## src/rtl/rc4_pkg.sv

```systemverilog
// Shared RC4 PRGA definitions: FSM state encoding, message defaults and the
// plaintext character filter also used by the checker on the D-RAM side.
package rc4_pkg;

   localparam int         MSG_LEN_DEF = 32;
   localparam logic [7:0] CHAR_A      = 8'h61;
   localparam logic [7:0] CHAR_Z      = 8'h7A;
   localparam logic [7:0] CHAR_SP     = 8'h20;

   typedef enum logic [3:0] {
      IDLE,
      RD_SI,
      WT_SI,
      LD_SI,
      RD_SJ,
      WT_SJ,
      LD_SJ,
      WR_SI,
      WR_SJ,
      RD_F,
      WT_F,
      LD_F,
      WR_D,
      FINISH
   } prga_state_t;

   // Plaintext is accepted only as lowercase letters or space.
   function automatic logic is_valid_char(input logic [7:0] b);
      return ((b >= CHAR_A) && (b <= CHAR_Z)) || (b == CHAR_SP);
   endfunction

endpackage

```

## src/rtl/rc4_prga_decryptor.sv

```systemverilog
// RC4 keystream generator: swaps S-RAM entries, XORs keystream with ROM
// ciphertext and writes plaintext to D-RAM, one byte every 12 cycles.
module rc4_prga_decryptor
   import rc4_pkg::*;
#(
   parameter int MSG_LEN     = MSG_LEN_DEF,
   parameter int ADDR_W      = 5,
   parameter bit EARLY_ABORT = 1'b1
) (
   input  logic              CLOCK_50,
   input  logic              rst_n,
   input  logic              Decrypt_Start,
   input  logic              Finish_ack,
   output logic              Decrypt_Finish,
   output logic              Decrypt_Bad,
   output logic [7:0]        S_addr,
   output logic [7:0]        S_data,
   output logic              S_wren,
   input  logic [7:0]        S_q,
   output logic [ADDR_W-1:0] ROM_addr,
   input  logic [7:0]        ROM_q,
   output logic [ADDR_W-1:0] D_addr,
   output logic [7:0]        D_data,
   output logic              D_wren,
   output prga_state_t       dbg_state
);

   // Handshake: Decrypt_Start is a one-cycle pulse honoured only in IDLE;
   // Decrypt_Finish stays high in FINISH until Finish_ack is seen there.
   localparam logic [ADDR_W-1:0] LAST_K = ADDR_W'(MSG_LEN - 1);

   prga_state_t       state;
   logic [7:0]        i, j, si, sj, f, c;
   logic [ADDR_W-1:0] k;

   assign dbg_state = state;

   // Outputs are registered: each branch loads the values the next state drives.
   always_ff @(posedge CLOCK_50 or negedge rst_n) begin
      if (!rst_n) begin
         state          <= IDLE;
         i              <= 8'd1;
         j              <= 8'd0;
         k              <= '0;
         si             <= 8'd0;
         sj             <= 8'd0;
         f              <= 8'd0;
         c              <= 8'd0;
         Decrypt_Finish <= 1'b0;
         Decrypt_Bad    <= 1'b0;
         S_addr         <= 8'd0;
         S_data         <= 8'd0;
         S_wren         <= 1'b0;
         ROM_addr       <= '0;
         D_addr         <= '0;
         D_data         <= 8'd0;
         D_wren         <= 1'b0;
      end else begin
         S_wren <= 1'b0;
         D_wren <= 1'b0;
         case (state)
            IDLE: begin
               if (Decrypt_Start) begin
                  state       <= RD_SI;
                  i           <= 8'd1;
                  j           <= 8'd0;
                  k           <= '0;
                  Decrypt_Bad <= 1'b0;
                  S_addr      <= 8'd1;
               end
            end
            RD_SI: state <= WT_SI;
            WT_SI: state <= LD_SI;
            LD_SI: begin
               si     <= S_q;
               j      <= j + S_q;
               S_addr <= j + S_q;
               state  <= RD_SJ;
            end
            RD_SJ: state <= WT_SJ;
            WT_SJ: state <= LD_SJ;
            LD_SJ: begin
               sj     <= S_q;
               S_addr <= i;
               S_data <= S_q;
               S_wren <= 1'b1;
               state  <= WR_SI;
            end
            WR_SI: begin
               S_addr <= j;
               S_data <= si;
               S_wren <= 1'b1;
               state  <= WR_SJ;
            end
            WR_SJ: begin
               S_addr   <= si + sj;
               ROM_addr <= k;
               state    <= RD_F;
            end
            RD_F: state <= WT_F;
            WT_F: state <= LD_F;
            LD_F: begin
               f      <= S_q;
               c      <= ROM_q;
               D_addr <= k;
               D_data <= S_q ^ ROM_q;
               D_wren <= 1'b1;
               state  <= WR_D;
            end
            WR_D: begin
               i <= i + 8'd1;
               if (EARLY_ABORT && !is_valid_char(f ^ c)) begin
                  Decrypt_Bad    <= 1'b1;
                  Decrypt_Finish <= 1'b1;
                  state          <= FINISH;
               end else if (k == LAST_K) begin
                  Decrypt_Finish <= 1'b1;
                  state          <= FINISH;
               end else begin
                  // k only advances when another byte follows, so it stays in range.
                  k      <= k + 1'b1;
                  S_addr <= i + 8'd1;
                  state  <= RD_SI;
               end
            end
            FINISH: begin
               if (Finish_ack) begin
                  Decrypt_Finish <= 1'b0;
                  state          <= IDLE;
               end
            end
            default: state <= IDLE;
         endcase
      end
   end

endmodule

```

## config.mk

```make
export PLATFORM = sky130hd
export DESIGN_NAME = rc4_prga_decryptor
export DESIGN_NICKNAME = d
export VERILOG_FILES = /design/src/rtl/rc4_pkg.sv /design/src/rtl/rc4_prga_decryptor.sv
export SDC_FILE = /design/constraint.sdc
export NUM_CORES = 1
export LEC_CHECK = 0
export ABC_AREA = 1
export ABC_CLOCK_PERIOD_IN_PS = 1900
export CORE_AREA = 2 2 100 102
export CTS_CLUSTER_SIZE = 8
export DETAILED_ROUTE_END_ITERATION = 16
export DIE_AREA = 0 0 102 104
export PLACE_DENSITY = 0.82
export SLEW_MARGIN = 5
export SYNTH_ARGS = -nofsm -noshare
export SYNTH_HDL_FRONTEND = slang
export SYNTH_SLANG_ARGS = --single-unit
```

## constraint.sdc

```tcl
create_clock -name CLOCK_50 -period 1.9 [get_ports CLOCK_50]
set_clock_uncertainty 0.05 [all_clocks]
set_input_delay 0.19 -clock CLOCK_50 [delete_from_list [all_inputs] [get_ports CLOCK_50]]
set_output_delay 0.19 -clock CLOCK_50 [all_outputs]
set_load 0.03 [all_outputs]
```

==> out/results.ini <==
[status]
status = completed

[sta]
setup_viol = 0
max_slew_margin_pct = 59.8
period_minus_slack_ns = 1.83
grt_setup_unrepaired = no
max_freq_ghz = 0.546
tightest_slew_ns = 0.603
tns_ns = 0
fin_crit_sh_pct = 96.5
timing.final.hold_violations = 0
slew_viol_final = 0

[routing]
drc = 0
topRoutingLayerUsed = met4
drtPass1Iterations = 5
dr.first_iter.drc_count = 378
dr_wl_met2_mm = 6.79
viasPerCell = 5.35
route.met3.wl_um = 712
ant_nets = 0
vias = 4886
wl_mm = 13.8
wl_met1_mm = 5.92
routedWlPerCell_um = 15.1

[power_and_ir_drop]
p_per_area_nw_per_um2 = 1650
p_leak_nw = 3.21
ir_worst_vdd_mv = 0.814

[floorplanning]
start_util_pct = 54.4
num_rows = 36
core_area_sq_um = 9550
dieWidth_um = 102
die_area_sq_um = 10600
io_pins = 62
die_y_um = 104

[setup_path]
slowest_stage = dfrtp_1
path_common_cell = nand3_1
cp-end-kind = register
crit_required_ns = 2.12
ff2ff_path_depth = 11
path_class = reg2reg
worstSetupStartpointType = register
path_cells = ha_1 -> inv_1 -> fa_2 -> inv_1 -> nand3_1 -> nand3_1 -> a21oi_1 -> o21ai_0 -> nand3_1 -> nand4_1 -> nand2_1
cp_slowest_stage_delay_ns = 0.38
crit_fanout = 2
critical_path_arrival_ns = 2.06

[global_route]
grt_pass1_vias = 4731
antenna_found_initial = 0
overflow = 0
grt_max_degree = 38
grtUsageTotal_pct = 26.4
grt_pass1_wl_mm = 22.1

[run]
drv_cap = 0

[cells_and_area]
antenna_cells = 0
nets = 814
syn_to_final_growth_pct = 23.4
stdcell_count = 913
finish.utilization_pct = 67.1
drive_gt1_share_pct = 11.9
fin_area_sq_um = 6410

[yosys]
synthCells = 680
seq_area_frac_synth_pct = 45.8
ys_warn_count = 0
synth_cell_type_count = 34
ys_ff_latch = 95
avgSynthCellArea_sq_um = 7.64
syn_area_sq_um = 5190
syn-num-nets = 719

[hold_path]
hp-class = in2async

[placed_design]
placed_area_sq_um = 6120
hpwl_mm = 10.3
port_buffers = 61
gp_congestion = 0.935
placedCellCount = 889

[cts]
clkLatencyLatePin_ns = 0.38
cts_root_buf = clkbuf_8
clockBufferDepth = 2
htree_levels = 3
clk_pin_slew_worst_paths_ns = 0.09
cts.sinks = 95
cts_tree = built
numCtsBuffers = 9

==> per-stage QoR <==
stage	worst slack (ns)	hold slack [ns]	total power, W
after floorplan	0.210	-0.156	0.00724
after global placement	-0.216	0.121	0.00890
after detailed placement	-0.279	0.133	0.00914
after CTS	0.0228	0.274	0.0104
after global routing	0.00128	0.303	0.0114
final	0.0669	0.260	0.0106
==> cell usage in the layout, fill, tap and decap left out, types with 2 or more instances in the layout <==
cell and n:
inv_1 81, ha_1 12, a31oi_1 6, a21oi_1 10, dfrtp_1 93, ha_4 3
inv_2 12, nor2_1 43, nand2_1 235, nand4_1 24, clkdlybuf4s50_1 60, nand3b_1 4
xnor2_1 4, buf_4 32, ha_2 2, nand3_4 2, o21ai_0 53, xor2_1 2
nor2_2 4, nand2_2 6, nand2_4 4, nor2_4 4, clkinv_2 3, clkbuf_8 10
nand3_1 45, fa_2 2, o22ai_1 9
==> worst max-delay path, delay by kind of cell (launching register included) <==
family	cells	cell delay (ns)
AO/OA/AOI/OAI	2	0.18
adder cells (fa/ha/maj)	2	0.55
buffers and inverters	2	0.16
flip-flops	1	0.38
AND/OR/NAND/NOR	5	0.41
==> metal layers <==
metal	track usage [%]	vias to the layer above
li1	-	2375
met3	4.84	33
met4	10.4	0
met2	43.0	162
met5	0	-
met1	34.8	2316
==> Yosys cell counts, drive strengths merged <==
library cell,count,area [sq um]
o211ai,1,7.51
ha,17,213
xnor2,4,35.0
a21oi,11,58.8
nand3b,4,30.0
nand4,25,163
o22ai,9,56.3
nand3,47,260
o21ai,54,270
fa,2,40.0
dfstp,1,26.3
clkbuf,5,18.8
buf,7,46.3
dfrtp,94,2350
nand2,243,950
inv,94,355
nor2,52,244
a31oi,6,37.5
xor2,2,17.5
nor3b,1,7.51
nor3,1,5.00
==> layout make-up <==
type,instances,area [sq um]
Fill cell,785,3140
Multi-Input combinational cell,481,2460
Sequential cell,95,2380
Timing Repair Buffer,94,871
Inverter,94,355
Tap cell,133,166
Clock buffer,11,141
Clock inverter,5,31.3
==> where the power goes <==
| group | leakage (nW) | switching, W | total [W] | internal (W) |
|---|---|---|---|---|
| combinational | 1.92 | 0.00353 | 0.00577 | 0.00224 |
| sequential | 1.20 | 0.000714 | 0.00360 | 0.00289 |
| clock | 0.0895 | 0.000721 | 0.00123 | 0.000510 |
| total | 3.21 | 0.00496 | 0.0106 | 0.00564 |
==> registers in the layout, summed over array words and instances, names as in the netlist, 4 cells and up <==
| name | flops |
|---|---|
| k | 5 |
| si | 8 |
| f | 8 |
| S_data | 8 |
| c | 8 |
| ROM_addr | 5 |
| dbg_state | 4 |
| i | 8 |
| sj | 8 |
| D_addr | 5 |
| S_addr | 8 |
| j | 8 |
| D_data | 8 |
==> path summary, 6_finish.rpt <==
check                           slack [ns]  startpoint      endpoint
worst max-delay path                  0.07        j[0]     S_addr[4]
min in group CLOCK_50                 0.39    ROM_q[2]     D_data[2]
max in group asynchronous             0.97       rst_n  dbg_state[1]
worst min register to register        0.43   S_addr[1]     S_addr[1]
worst max register to register        0.07        j[0]     S_addr[4]
worst min-delay path                  0.26       rst_n         si[6]
==> repair_timing <==
action                     CTS  global route
hold buffers                 1             0
setup endpoints to repair    0            12
hold endpoints to repair    30             0
setup buffers                0             5
gates resized for setup      0            13
==> logic make-up after synthesis <==
| family | count (synthesis) | synth area share (%) |
|---|---|---|
| xor+xnor | 6 | 1.01 |
| flops | 95 | 45.8 |
| buf+inv | 106 | 8.09 |
| compound gates | 81 | 8.29 |
| fa+ha+maj | 19 | 4.87 |
| simple gates | 373 | 31.9 |
Note: power is estimated with default switching activity, not from simulation.
